<file path="src/rtl/ir_cam_sequencer.sv">
`default_nettype none
// ============================================================================
//  Module   : ir_cam_sequencer
//  Purpose  : Drives i2c_master to initialise the IR camera with a fixed
//             register table, then polls it forever: pointer write 0x36,
//             4-byte read, decode blob-1 X/Y.
//  Revision : 1.0  initial release
// ============================================================================
module ir_cam_sequencer #(
    parameter logic [6:0] I2C_ADDR      = 7'h58,
    parameter int         POWERUP_DELAY = 1000,
    parameter int         INIT_DELAY    = 1000,
    parameter int         POLL_DELAY    = 5000
) (
    input  logic       clk,
    input  logic       reset,
    output logic [6:0] i2c_addr,
    output logic [7:0] i2c_data,
    output logic [4:0] i2c_packets,
    output logic       i2c_start,
    output logic       i2c_rw,
    input  logic       i2c_ready,
    input  logic       i2c_data_req,
    input  logic       i2c_data_ready,
    input  logic [7:0] i2c_data_out,
    output logic       init_done,
    output logic [9:0] x,
    output logic [9:0] y,
    output logic       blob_valid,
    output logic       sample_strobe
);

    // ------------------------------------------------------------------
    // State and transaction-kind encodings
    // ------------------------------------------------------------------
    localparam logic [2:0] c_ST_PWR_WAIT  = 3'd0;
    localparam logic [2:0] c_ST_ISSUE     = 3'd1;
    localparam logic [2:0] c_ST_BUSY      = 3'd2;
    localparam logic [2:0] c_ST_DONE_WAIT = 3'd3;
    localparam logic [2:0] c_ST_GAP       = 3'd4;
    localparam logic [2:0] c_ST_DECODE    = 3'd5;
    localparam logic [2:0] c_ST_POLL_WAIT = 3'd6;

    localparam logic [1:0] c_K_INIT = 2'd0;   // init-table register write
    localparam logic [1:0] c_K_PTR  = 2'd1;   // poll pointer write
    localparam logic [1:0] c_K_READ = 2'd2;   // poll 4-byte read

    localparam logic [31:0] c_PWR_LAST  = 32'(POWERUP_DELAY - 1);
    localparam logic [31:0] c_INIT_LAST = 32'(INIT_DELAY - 1);
    localparam logic [31:0] c_POLL_LAST = 32'(POLL_DELAY - 1);
    localparam logic [2:0]  c_IDX_LAST  = 3'd5;
    localparam logic [7:0]  c_POLL_REG  = 8'h36;

    // ------------------------------------------------------------------
    // Registers
    // ------------------------------------------------------------------
    logic [2:0]  r_state;
    logic [31:0] r_cnt;
    logic [1:0]  r_kind;
    logic [2:0]  r_idx;
    logic [2:0]  r_ptr;
    logic        r_req_q;
    logic [2:0]  r_rcnt;
    logic [7:0]  r_b1;
    logic [7:0]  r_b2;
    logic [7:0]  r_b3;
    logic        r_start;
    logic        r_rw;
    logic [4:0]  r_packets;
    logic [7:0]  r_data;
    logic        r_init_done;
    logic [9:0]  r_x;
    logic [9:0]  r_y;
    logic        r_blob_valid;
    logic        r_strobe;

    // ------------------------------------------------------------------
    // Combinational signals
    // ------------------------------------------------------------------
    logic [2:0]  w_state_nxt;
    logic        w_fire;
    logic        w_gap_done;
    logic        w_ptr_done;
    logic        w_poll_done;
    logic        w_decode;
    logic        w_wr_active;
    logic        w_load_byte;
    logic        w_rw_nxt;
    logic [4:0]  w_pk_nxt;
    logic [15:0] w_tbl;
    logic [7:0]  w_byte;
    logic [9:0]  w_x_new;
    logic [9:0]  w_y_new;

    // State register
    always_ff @(posedge clk) begin
        if (reset) r_state <= c_ST_PWR_WAIT;
        else       r_state <= w_state_nxt;
    end

    // Next-state decode
    always_comb begin
        w_state_nxt = r_state;
        case (r_state)
            c_ST_PWR_WAIT:  if (r_cnt == c_PWR_LAST) w_state_nxt = c_ST_ISSUE;
            c_ST_ISSUE:     if (i2c_ready) w_state_nxt = c_ST_BUSY;
            c_ST_BUSY:      if (!i2c_ready) w_state_nxt = c_ST_DONE_WAIT;
            c_ST_DONE_WAIT: begin
                if (i2c_ready) begin
                    case (r_kind)
                        c_K_INIT: w_state_nxt = c_ST_GAP;
                        c_K_PTR:  w_state_nxt = c_ST_ISSUE;
                        default:  w_state_nxt = c_ST_DECODE;
                    endcase
                end
            end
            c_ST_GAP:       if (r_cnt == c_INIT_LAST) w_state_nxt = c_ST_ISSUE;
            c_ST_DECODE:    w_state_nxt = c_ST_POLL_WAIT;
            c_ST_POLL_WAIT: if (r_cnt == c_POLL_LAST) w_state_nxt = c_ST_ISSUE;
            default:        w_state_nxt = c_ST_PWR_WAIT;
        endcase
    end

    // Output/control decode for the current state
    always_comb begin
        w_fire      = (r_state == c_ST_ISSUE) && i2c_ready;
        w_gap_done  = (r_state == c_ST_GAP) && (r_cnt == c_INIT_LAST);
        w_ptr_done  = (r_state == c_ST_DONE_WAIT) && i2c_ready && (r_kind == c_K_PTR);
        w_poll_done = (r_state == c_ST_POLL_WAIT) && (r_cnt == c_POLL_LAST);
        w_decode    = (r_state == c_ST_DECODE);
        // data_req stays high during reads, so only write transactions listen
        w_wr_active = ((r_state == c_ST_BUSY) || (r_state == c_ST_DONE_WAIT)) && !r_rw;
        w_load_byte = w_wr_active && i2c_data_req && !r_req_q;

        w_rw_nxt = 1'b0;
        w_pk_nxt = 5'd2;
        case (r_kind)
            c_K_PTR:  begin w_rw_nxt = 1'b0; w_pk_nxt = 5'd1; end
            c_K_READ: begin w_rw_nxt = 1'b1; w_pk_nxt = 5'd4; end
            default:  begin w_rw_nxt = 1'b0; w_pk_nxt = 5'd2; end
        endcase

        // Camera init table: {register, value}
        w_tbl = 16'h0000;
        case (r_idx)
            3'd0:    w_tbl = 16'h3001;
            3'd1:    w_tbl = 16'h3008;
            3'd2:    w_tbl = 16'h0690;
            3'd3:    w_tbl = 16'h08C0;
            3'd4:    w_tbl = 16'h1A40;
            3'd5:    w_tbl = 16'h3333;
            default: w_tbl = 16'h0000;
        endcase

        w_byte = 8'h00;
        if (r_kind == c_K_INIT) begin
            if (r_ptr == 3'd0)      w_byte = w_tbl[15:8];
            else if (r_ptr == 3'd1) w_byte = w_tbl[7:0];
        end else if (r_kind == c_K_PTR) begin
            if (r_ptr == 3'd0)      w_byte = c_POLL_REG;
        end

        // Blob 1: b1/b2 are X/Y low bytes, b3 carries the two MSB pairs
        w_x_new = {r_b3[5:4], r_b1};
        w_y_new = {r_b3[7:6], r_b2};
    end

    // Delay counter: restarts on every state change, runs in wait states
    always_ff @(posedge clk) begin
        if (reset) begin
            r_cnt <= 32'd0;
        end else if (r_state != w_state_nxt) begin
            r_cnt <= 32'd0;
        end else if ((r_state == c_ST_PWR_WAIT) || (r_state == c_ST_GAP) ||
                     (r_state == c_ST_POLL_WAIT)) begin
            r_cnt <= r_cnt + 32'd1;
        end
    end

    // Transaction launch: one-cycle start pulse with rw/packets held after
    always_ff @(posedge clk) begin
        if (reset) begin
            r_start   <= 1'b0;
            r_rw      <= 1'b0;
            r_packets <= 5'd0;
        end else begin
            r_start <= w_fire;
            if (w_fire) begin
                r_rw      <= w_rw_nxt;
                r_packets <= w_pk_nxt;
            end
        end
    end

    // Sequencing of transaction kind, init-table index and init_done flag
    always_ff @(posedge clk) begin
        if (reset) begin
            r_kind      <= c_K_INIT;
            r_idx       <= 3'd0;
            r_init_done <= 1'b0;
        end else begin
            if (w_gap_done) begin
                if (r_idx == c_IDX_LAST) begin
                    r_init_done <= 1'b1;
                    r_kind      <= c_K_PTR;
                end else begin
                    r_idx <= r_idx + 3'd1;
                end
            end
            if (w_ptr_done)  r_kind <= c_K_READ;
            if (w_poll_done) r_kind <= c_K_PTR;
        end
    end

    // Write-byte supply on each rising edge of data_req
    always_ff @(posedge clk) begin
        if (reset) begin
            r_req_q <= 1'b0;
            r_ptr   <= 3'd0;
            r_data  <= 8'h00;
        end else begin
            r_req_q <= i2c_data_req;
            if (w_fire) begin
                r_ptr <= 3'd0;
            end else if (w_load_byte) begin
                r_data <= w_byte;
                if (r_ptr != 3'd7) r_ptr <= r_ptr + 3'd1;
            end
        end
    end

    // Read capture; byte 0 is not needed by the decoder so it is dropped
    always_ff @(posedge clk) begin
        if (reset) begin
            r_rcnt <= 3'd0;
            r_b1   <= 8'h00;
            r_b2   <= 8'h00;
            r_b3   <= 8'h00;
        end else if (w_fire) begin
            r_rcnt <= 3'd0;
        end else if (i2c_data_ready && (r_rcnt != 3'd4)) begin
            case (r_rcnt)
                3'd1:    r_b1 <= i2c_data_out;
                3'd2:    r_b2 <= i2c_data_out;
                3'd3:    r_b3 <= i2c_data_out;
                default: ;
            endcase
            r_rcnt <= r_rcnt + 3'd1;
        end
    end

    // Sample outputs and strobe, updated together in the decode step
    always_ff @(posedge clk) begin
        if (reset) begin
            r_x          <= 10'd0;
            r_y          <= 10'd0;
            r_blob_valid <= 1'b0;
            r_strobe     <= 1'b0;
        end else begin
            r_strobe <= w_decode;
            if (w_decode) begin
                r_x          <= w_x_new;
                r_y          <= w_y_new;
                r_blob_valid <= (w_x_new != 10'h3FF);
            end
        end
    end

    assign i2c_addr      = I2C_ADDR;
    assign i2c_data      = r_data;
    assign i2c_packets   = r_packets;
    assign i2c_start     = r_start;
    assign i2c_rw        = r_rw;
    assign init_done     = r_init_done;
    assign x             = r_x;
    assign y             = r_y;
    assign blob_valid    = r_blob_valid;
    assign sample_strobe = r_strobe;

endmodule
`default_nettype wire

</file>
<file path="config.mk">
export PLATFORM = sky130hd
export DESIGN_NAME = ir_cam_sequencer
export DESIGN_NICKNAME = d
export VERILOG_FILES = /design/src/rtl/ir_cam_sequencer.sv
export SDC_FILE = /design/constraint.sdc
export NUM_CORES = 1
export LEC_CHECK = 0
export ABC_CLOCK_PERIOD_IN_PS = 1800
export BUFFER_PORTS_ARGS = -buffer_cell sky130_fd_sc_hd__buf_2
export CORE_MARGIN = 3
export CORE_UTILIZATION = 52
export DETAILED_ROUTE_END_ITERATION = 8
export HOLD_SLACK_MARGIN = 0.06
export PLACE_DENSITY_LB_ADDON = 0.15
export SYNTH_ARGS = -nofsm -noshare
export SYNTH_HDL_FRONTEND = slang
export SYNTH_SLANG_ARGS = --single-unit
export TNS_END_PERCENT = 30
</file>
<file path="constraint.sdc">
create_clock -name clk -period 1.8 [get_ports clk]
set_input_delay 0.27 -clock clk [delete_from_list [all_inputs] [get_ports clk]]
set_output_delay 0.27 -clock clk [all_outputs]
set_load 0.03 [all_outputs]
</file>
==> run_summary.xml, run 1 <==
<?xml version="1.0" encoding="UTF-8"?>
<metrics>
  <group name="clocking">
    <metric name="cell_at_the_root_of_the_clock_tree" unit="">sky130_fd_sc_hd__clkbuf_8</metric>
    <metric name="tritoncts" unit="">built</metric>
    <metric name="worstSkewPairLatency" unit="ns">0.38</metric>
    <metric name="clock_tree.htree_level_count" unit="">3</metric>
    <metric name="cts_hold_repair.buffers" unit="">0</metric>
    <metric name="numCtsBuffers" unit="">9</metric>
    <metric name="worst_setup_hold_path_clk_slew" unit="ns">0.10</metric>
    <metric name="cts.path.max_buffers" unit="">2</metric>
    <metric name="clock_sink_count" unit="">102</metric>
  </group>
  <group name="global_routing">
    <metric name="number_of_antenna_violations_at_the_first_check_in_global_routing" unit="">0</metric>
    <metric name="grt_start_max_net_pins" unit="">50</metric>
    <metric name="first_global_vias" unit="">3894</metric>
    <metric name="grt_first_pass_wirelength" unit="mm">18.0</metric>
    <metric name="gr-usage-all-layers" unit="%">21.5</metric>
    <metric name="global_route.overflow_total" unit="">0</metric>
  </group>
  <group name="power">
    <metric name="irDropWorstVdd" unit="mV">0.539</metric>
    <metric name="power_per_cell_area" unit="nW/um^2">680</metric>
    <metric name="cellLeakagePower" unit="uW">0.00258</metric>
    <metric name="total_power" unit="uW">4150</metric>
  </group>
  <group name="die">
    <metric name="core-area" unit="um^2">8810</metric>
    <metric name="effective_utilization_at_floorplan" unit="%">54.1</metric>
    <metric name="placement_rows" unit="">34</metric>
    <metric name="die_y" unit="um">102</metric>
    <metric name="die_area" unit="um^2">10300</metric>
    <metric name="floorplan.io_pins" unit="">58</metric>
    <metric name="floorplan.die.width" unit="um">102</metric>
  </group>
  <group name="flow_run">
    <metric name="drv.max_cap_violation_count" unit="">0</metric>
  </group>
  <group name="yosys">
    <metric name="ys_top_cells_by_area" unit="">sky130_fd_sc_hd__dfxtp_1 43%, sky130_fd_sc_hd__nand2_1 5.8%, sky130_fd_sc_hd__mux2i_1 4.8%, sky130_fd_sc_hd__ha_1 4.7%, sky130_fd_sc_hd__a21oi_1 3.7%</metric>
    <metric name="synth-async-reset-ratio" unit="%">0</metric>
    <metric name="syn-instance-count" unit="">553</metric>
    <metric name="ys_warn_count" unit="">0</metric>
    <metric name="synth_cell_type_count" unit="">52</metric>
    <metric name="syn_area_per_cell" unit="um^2">8.61</metric>
    <metric name="synth_largest_area_cell" unit="">sky130_fd_sc_hd__dfxtp_1</metric>
    <metric name="postSynthRegisterBits" unit="">102</metric>
    <metric name="dominantRegCellSynth" unit="">sky130_fd_sc_hd__dfxtp_1</metric>
    <metric name="synth.cell_area" unit="um^2">4760</metric>
    <metric name="synth_top_cells_by_count" unit="">102 x sky130_fd_sc_hd__dfxtp_1, 74 x sky130_fd_sc_hd__nand2_1, 41 x sky130_fd_sc_hd__nor2_1</metric>
    <metric name="ys_seq_area_share" unit="%">42.9</metric>
    <metric name="synthDominantCellAreaShare" unit="%">42.9</metric>
    <metric name="synth_edf_count" unit="">0</metric>
    <metric name="yosysMostFrequentCell" unit="">sky130_fd_sc_hd__dfxtp_1</metric>
  </group>
  <group name="detailed_routing">
    <metric name="route.detailed.wl_per_inst" unit="um">15.1</metric>
    <metric name="drt-vias-per-instance" unit="">5.45</metric>
    <metric name="drtAntennaViolNets" unit="">0</metric>
    <metric name="dr.first_iter.drc_count" unit="">167</metric>
    <metric name="drt_drc_violations_left" unit="">0</metric>
    <metric name="wirelength" unit="mm">11.6</metric>
    <metric name="via_count" unit="">4200</metric>
    <metric name="detail_route.first_pass.iterations" unit="">4</metric>
  </group>
  <group name="setup_path">
    <metric name="required_worst_endpoint" unit="ns">2.10</metric>
    <metric name="end_kind" unit="">register</metric>
    <metric name="cp_max_fo" unit="">8</metric>
    <metric name="cp-start-kind" unit="">register</metric>
    <metric name="critPathArrivalTime" unit="ns">2.32</metric>
    <metric name="crit_slowest_cell" unit="">sky130_fd_sc_hd__or4_4</metric>
    <metric name="path_class" unit="">register to register</metric>
    <metric name="critical_path.cell_chain" unit="">inv_2, ha_4, nand3b_1, a21oi_2, nor2b_1, or4_4, clkbuf_16, nor3_1</metric>
    <metric name="rr_worst_depth" unit="">8</metric>
    <metric name="timing.critical_path.slowest_cell_delay" unit="ns">0.61</metric>
  </group>
  <group name="sta">
    <metric name="timing.max_slew.rel_slack" unit="%">66.1</metric>
    <metric name="hold_violations" unit="">0</metric>
    <metric name="clock.fmax" unit="MHz">493</metric>
    <metric name="timing_max_transition_violations_final" unit="">0</metric>
    <metric name="postLayoutSetupSlackWorst" unit="ns">-0.229</metric>
    <metric name="clock_skew" unit="ns">0.0155</metric>
    <metric name="min_period_over_period" unit="%">113</metric>
    <metric name="fin_crit" unit="ns">2.03</metric>
    <metric name="finalSetupViolCount" unit="">38</metric>
    <metric name="rsz0062_at_grt" unit="">yes</metric>
    <metric name="worst_slew_pin_slew" unit="ns">0.508</metric>
  </group>
  <group name="status">
    <metric name="failed_checks" unit="">negative setup slack</metric>
    <metric name="result_of_the_run" unit="">finished with violations</metric>
  </group>
  <group name="finish">
    <metric name="area_growth_syn_to_layout" unit="%">28.2</metric>
    <metric name="layout.core_utilization" unit="%">69.3</metric>
    <metric name="final_nets" unit="">688</metric>
    <metric name="antenna_cell_count" unit="">0</metric>
    <metric name="drive_gt1_share" unit="%">29.8</metric>
  </group>
  <group name="place">
    <metric name="placement.io_buffers" unit="">48</metric>
    <metric name="gp_congestion" unit="">0.839</metric>
    <metric name="dp_hpwl" unit="mm">7.62</metric>
  </group>
  <group name="min_path">
    <metric name="hold_path_depth" unit="">2</metric>
    <metric name="holdCritPathClass" unit="">input port to register</metric>
  </group>
</metrics>
-- critical path: cells and delay by family, from the launching register on --
kind,cells,cell delay (ns)
fa+ha+maj,1,0.15
buf+inv,2,0.27
simple gates,4,1.02
compound gates,1,0.16
flops,1,0.36
-- final cells by class --
cell class              count  area (um^2)
multi-input cells         398         2710
clock buffers               9          124
inverters                  18         67.6
clock inverters             7         95.1
fillers                   689         2700
repair buffers            128          917
well taps                 108          135
flip-flops and latches    102         2050
-- layer usage --
metal	wire length, um	track usage [%]
met3	421	5.30
met2	5790	35.9
met5	0	0
met4	78	5.21
met1	5300	28.0
-- where the power goes --
group	leakage, uW	internal, uW	switching (uW)
registers	0.000827	2280	23.3
clock network	0.000110	788	813
logic	0.00164	94.5	147
-- cells in the final DEF, fill, tap and decap left out, types with 9 or more instances in the layout --
cell type	instances
sky130_fd_sc_hd__a21oi_1	34
sky130_fd_sc_hd__buf_2	48
sky130_fd_sc_hd__buf_4	74
sky130_fd_sc_hd__clkbuf_8	9
sky130_fd_sc_hd__conb_1	9
sky130_fd_sc_hd__dfxtp_1	93
sky130_fd_sc_hd__dfxtp_2	9
sky130_fd_sc_hd__ha_1	16
sky130_fd_sc_hd__inv_1	16
sky130_fd_sc_hd__mux2i_1	23
sky130_fd_sc_hd__nand2_1	74
sky130_fd_sc_hd__nand3_1	10
sky130_fd_sc_hd__nand4_1	25
sky130_fd_sc_hd__nor2_1	40
sky130_fd_sc_hd__nor3_1	18
sky130_fd_sc_hd__nor3_2	13
sky130_fd_sc_hd__o21ai_0	22
sky130_fd_sc_hd__xnor2_1	9
sky130_fd_sc_hd__xor2_1	20
-- logic make-up after synthesis --
group / share of synthesized area (%)
other cells: 0.158
flops: 42.9
simple gates: 26.1
compound gates: 9.49
fa+ha+maj: 4.73
xor+xnor: 5.33
mux: 4.83
buf+inv: 6.52
-- registers in the layout, summed over array words and instances, names as in the netlist --
name and cells:
i2c_start 1, i2c_packets 2, y 10, blob_valid 1
r_ptr 3, r_kind 2, r_idx 3, r_state 3
x 10, i2c_data 8, r_cnt 32, r_req_q 1
sample_strobe 1, i2c_rw 1, init_done 1, r_b2 8
r_b1 8, r_rcnt 3, r_b3 4
-- per-stage QoR --
step           std cells  setup WS (ns)  hold slack (ns)  area [um^2]  setup TNS [ns]
2_1_floorplan        560        -0.0952            0.398         4790           -2.92
3_3_place_gp         748         -0.158            0.436         5520           -5.30
3_5_place_dp         748         -0.208            0.445         5520           -7.19
4_1_cts              766         -0.158            0.136         5840           -3.75
5_1_grt              770         -0.314            0.149         6110          -10.09
6_report             770         -0.229            0.145         6110           -6.50
-- repair_timing --
| item | 4_1_cts | 5_1_grt |
|---|---|---|
| buffers inserted | 3 | 1 |
| pin swaps | 4 | 14 |
| gates resized for setup | 19 | 39 |
| endpoints found under the setup margin | 41 | 62 |
| gates cloned | 0 | 3 |
-- path summary, 6_finish.rpt --
kind / endpoint / slack [ns] / from
setup / recovery: r_cnt[7]$_SDFFE_PP0P_ / -0.23 / r_kind[0]$_SDFFE_PP0P_
hold / removal: r_req_q$_SDFF_PP0_ / 0.15 / i2c_data_req
setup reg to reg: r_cnt[7]$_SDFFE_PP0P_ / -0.23 / r_kind[0]$_SDFFE_PP0P_
hold reg to reg: x[0]$_SDFFE_PP0P_ / 0.45 / x[0]$_SDFFE_PP0P_
Power figures use the tool's default switching activity.
==> run 2: changes to the inputs <==
--- a/config.mk
+++ b/config.mk
@@ -10,6 +10,7 @@
 export CORE_MARGIN = 3
 export CORE_UTILIZATION = 52
 export DETAILED_ROUTE_END_ITERATION = 8
+export GPL_TIMING_DRIVEN = 0
 export HOLD_SLACK_MARGIN = 0.06
 export PLACE_DENSITY_LB_ADDON = 0.15
 export SYNTH_ARGS = -nofsm -noshare
==> run_summary.xml, run 2 (synthesis results as in run 1) <==
<?xml version="1.0" encoding="UTF-8"?>
<metrics>
  <group name="clocking">
    <metric name="clock_tree.htree_level_count" unit="">3</metric>
    <metric name="cts_hold_repair.buffers" unit="">0</metric>
    <metric name="clock_sink_count" unit="">102</metric>
    <metric name="worst_setup_hold_path_clk_slew" unit="ns">0.10</metric>
    <metric name="worstSkewPairLatency" unit="ns">0.37</metric>
    <metric name="numCtsBuffers" unit="">9</metric>
    <metric name="cts.path.max_buffers" unit="">2</metric>
    <metric name="cell_at_the_root_of_the_clock_tree" unit="">sky130_fd_sc_hd__clkbuf_8</metric>
    <metric name="tritoncts" unit="">built</metric>
  </group>
  <group name="global_routing">
    <metric name="grt_start_max_net_pins" unit="">19</metric>
    <metric name="grt_first_pass_wirelength" unit="mm">17.6</metric>
    <metric name="global_route.overflow_total" unit="">0</metric>
    <metric name="number_of_antenna_violations_at_the_first_check_in_global_routing" unit="">0</metric>
    <metric name="gr-usage-all-layers" unit="%">21.2</metric>
    <metric name="first_global_vias" unit="">3757</metric>
  </group>
  <group name="detailed_routing">
    <metric name="route.detailed.wl_per_inst" unit="um">14.9</metric>
    <metric name="via_count" unit="">4107</metric>
    <metric name="wirelength" unit="mm">11.1</metric>
    <metric name="detail_route.first_pass.iterations" unit="">5</metric>
    <metric name="drtAntennaViolNets" unit="">0</metric>
    <metric name="drt-vias-per-instance" unit="">5.54</metric>
    <metric name="drt_drc_violations_left" unit="">0</metric>
    <metric name="dr.first_iter.drc_count" unit="">167</metric>
  </group>
  <group name="setup_path">
    <metric name="required_worst_endpoint" unit="ns">2.08</metric>
    <metric name="end_kind" unit="">register</metric>
    <metric name="critPathArrivalTime" unit="ns">2.32</metric>
    <metric name="timing.critical_path.slowest_cell_delay" unit="ns">0.60</metric>
    <metric name="rr_worst_depth" unit="">8</metric>
    <metric name="cp_max_fo" unit="">10</metric>
    <metric name="cp-start-kind" unit="">register</metric>
    <metric name="critical_path.cell_chain" unit="">ha_4, and4_1, nand4_1, buf_6, nor4_4, or4_4, buf_8, a211oi_1</metric>
    <metric name="reg2reg_setup_slack" unit="ns">-0.24</metric>
    <metric name="path_class" unit="">register to register</metric>
    <metric name="crit_slowest_cell" unit="">sky130_fd_sc_hd__or4_4</metric>
  </group>
  <group name="die">
    <metric name="die_area" unit="um^2">10300</metric>
    <metric name="die_y" unit="um">102</metric>
    <metric name="core-area" unit="um^2">8810</metric>
    <metric name="floorplan.die.width" unit="um">102</metric>
    <metric name="placement_rows" unit="">34</metric>
    <metric name="effective_utilization_at_floorplan" unit="%">54.1</metric>
    <metric name="floorplan.io_pins" unit="">58</metric>
  </group>
  <group name="status">
    <metric name="result_of_the_run" unit="">finished with violations</metric>
    <metric name="failed_checks" unit="">negative setup slack</metric>
  </group>
  <group name="min_path">
    <metric name="holdCritPathClass" unit="">input port to register</metric>
    <metric name="hold_path_depth" unit="">2</metric>
  </group>
  <group name="finish">
    <metric name="mostFrequentLayoutCell" unit="">sky130_fd_sc_hd__dfxtp_1</metric>
    <metric name="drive_gt1_share" unit="%">25.1</metric>
    <metric name="most_flops_register" unit="">r_cnt</metric>
    <metric name="final_nets" unit="">660</metric>
    <metric name="area_growth_syn_to_layout" unit="%">20.7</metric>
    <metric name="largest_register_ff_count" unit="">32</metric>
    <metric name="finalNonFillerCells" unit="">742</metric>
    <metric name="layout_common_cells" unit="">90 x sky130_fd_sc_hd__dfxtp_1, 74 x sky130_fd_sc_hd__nand2_1, 49 x sky130_fd_sc_hd__buf_2</metric>
    <metric name="antenna_cell_count" unit="">0</metric>
  </group>
  <group name="place">
    <metric name="dpl_worst_slack" unit="ns">-0.606</metric>
    <metric name="dp_hpwl" unit="mm">7.76</metric>
    <metric name="gp_congestion" unit="">0.858</metric>
    <metric name="post-place-cells" unit="">716</metric>
    <metric name="placement.io_buffers" unit="">48</metric>
  </group>
  <group name="sta">
    <metric name="min_period_over_period" unit="%">114</metric>
    <metric name="finalSetupViolCount" unit="">43</metric>
    <metric name="worst_slew_pin_slew" unit="ns">0.549</metric>
    <metric name="hold_violations" unit="">0</metric>
    <metric name="setup_tns" unit="ns">-7.79</metric>
    <metric name="postLayoutSetupSlackWorst" unit="ns">-0.244</metric>
    <metric name="clock_skew" unit="ns">0.0113</metric>
    <metric name="fin_crit" unit="ns">2.04</metric>
    <metric name="clock.fmax" unit="MHz">489</metric>
    <metric name="timing.max_slew.rel_slack" unit="%">63.4</metric>
    <metric name="timing_max_transition_violations_final" unit="">0</metric>
    <metric name="rsz0062_at_grt" unit="">yes</metric>
  </group>
  <group name="power">
    <metric name="total_power" unit="uW">3890</metric>
    <metric name="power_per_cell_area" unit="nW/um^2">677</metric>
    <metric name="irDropWorstVdd" unit="mV">0.398</metric>
    <metric name="cellLeakagePower" unit="uW">0.00235</metric>
  </group>
  <group name="flow_run">
    <metric name="drv.max_cap_violation_count" unit="">0</metric>
  </group>
</metrics>
[run 2: through the flow]
step           util, %  hold slack (ns)  cell area (um^2)
3_5_place_dp      58.7            0.445              5170
3_3_place_gp      58.7            0.439              5170
6_report          65.2            0.159              5750
5_1_grt           65.2            0.167              5750
2_1_floorplan        -            0.398              4790
4_1_cts           62.1            0.153              5470
[run 2: final timing paths]
path	startpoint	endpoint
setup / recovery	r_cnt[0]$_SDFFE_PP0P_	r_cnt[30]$_SDFFE_PP0P_
hold / removal	i2c_data_req	r_req_q$_SDFF_PP0_
setup reg to reg	r_cnt[0]$_SDFFE_PP0P_	r_cnt[30]$_SDFFE_PP0P_
hold reg to reg	x[9]$_SDFFE_PP0P_	x[9]$_SDFFE_PP0P_
[run 2: report_power, final]
group	switching, uW	internal, uW	leakage [uW]
registers	25.4	2280	0.000829
clock network	823	528	0.0000894
logic	143	89.3	0.00143
[run 2: per-layer routing]
layer | wire length, um | up-vias | track usage (%)
met1 | 5170 | 1922 | 28.4
met4 | 195 | 0 | 8.08
met5 | 0 | - | 0
met3 | 371 | 16 | 3.51
met2 | 5340 | 90 | 34.3
li1 | - | 2079 | -
[run 2: area by class of cell]
cell class              count  area [um^2]
well taps                 108          135
plain buffers              41          260
fillers                   750         3060
inverters                  18         67.6
flip-flops and latches    102         2060
clock inverters             6         53.8
multi-input cells         398         2710
repair buffers             59          327
clock buffers              10          128
[run 2: repair_timing]
| action | in CTS | in global routing |
|---|---|---|
| setup endpoints to repair | 92 | 88 |
| gates cloned | 0 | 0 |
| resized for setup | 25 | 63 |
| setup buffers | 5 | 6 |
| pin swaps | 6 | 8 |
[run 2: critical path, delay by kind of cell (launching register included)]
family | cells | cell delay, ns
compound gates | 1 | 0.16
fa+ha+maj | 1 | 0.16
buf+inv | 2 | 0.33
flops | 1 | 0.36
simple gates | 4 | 0.95
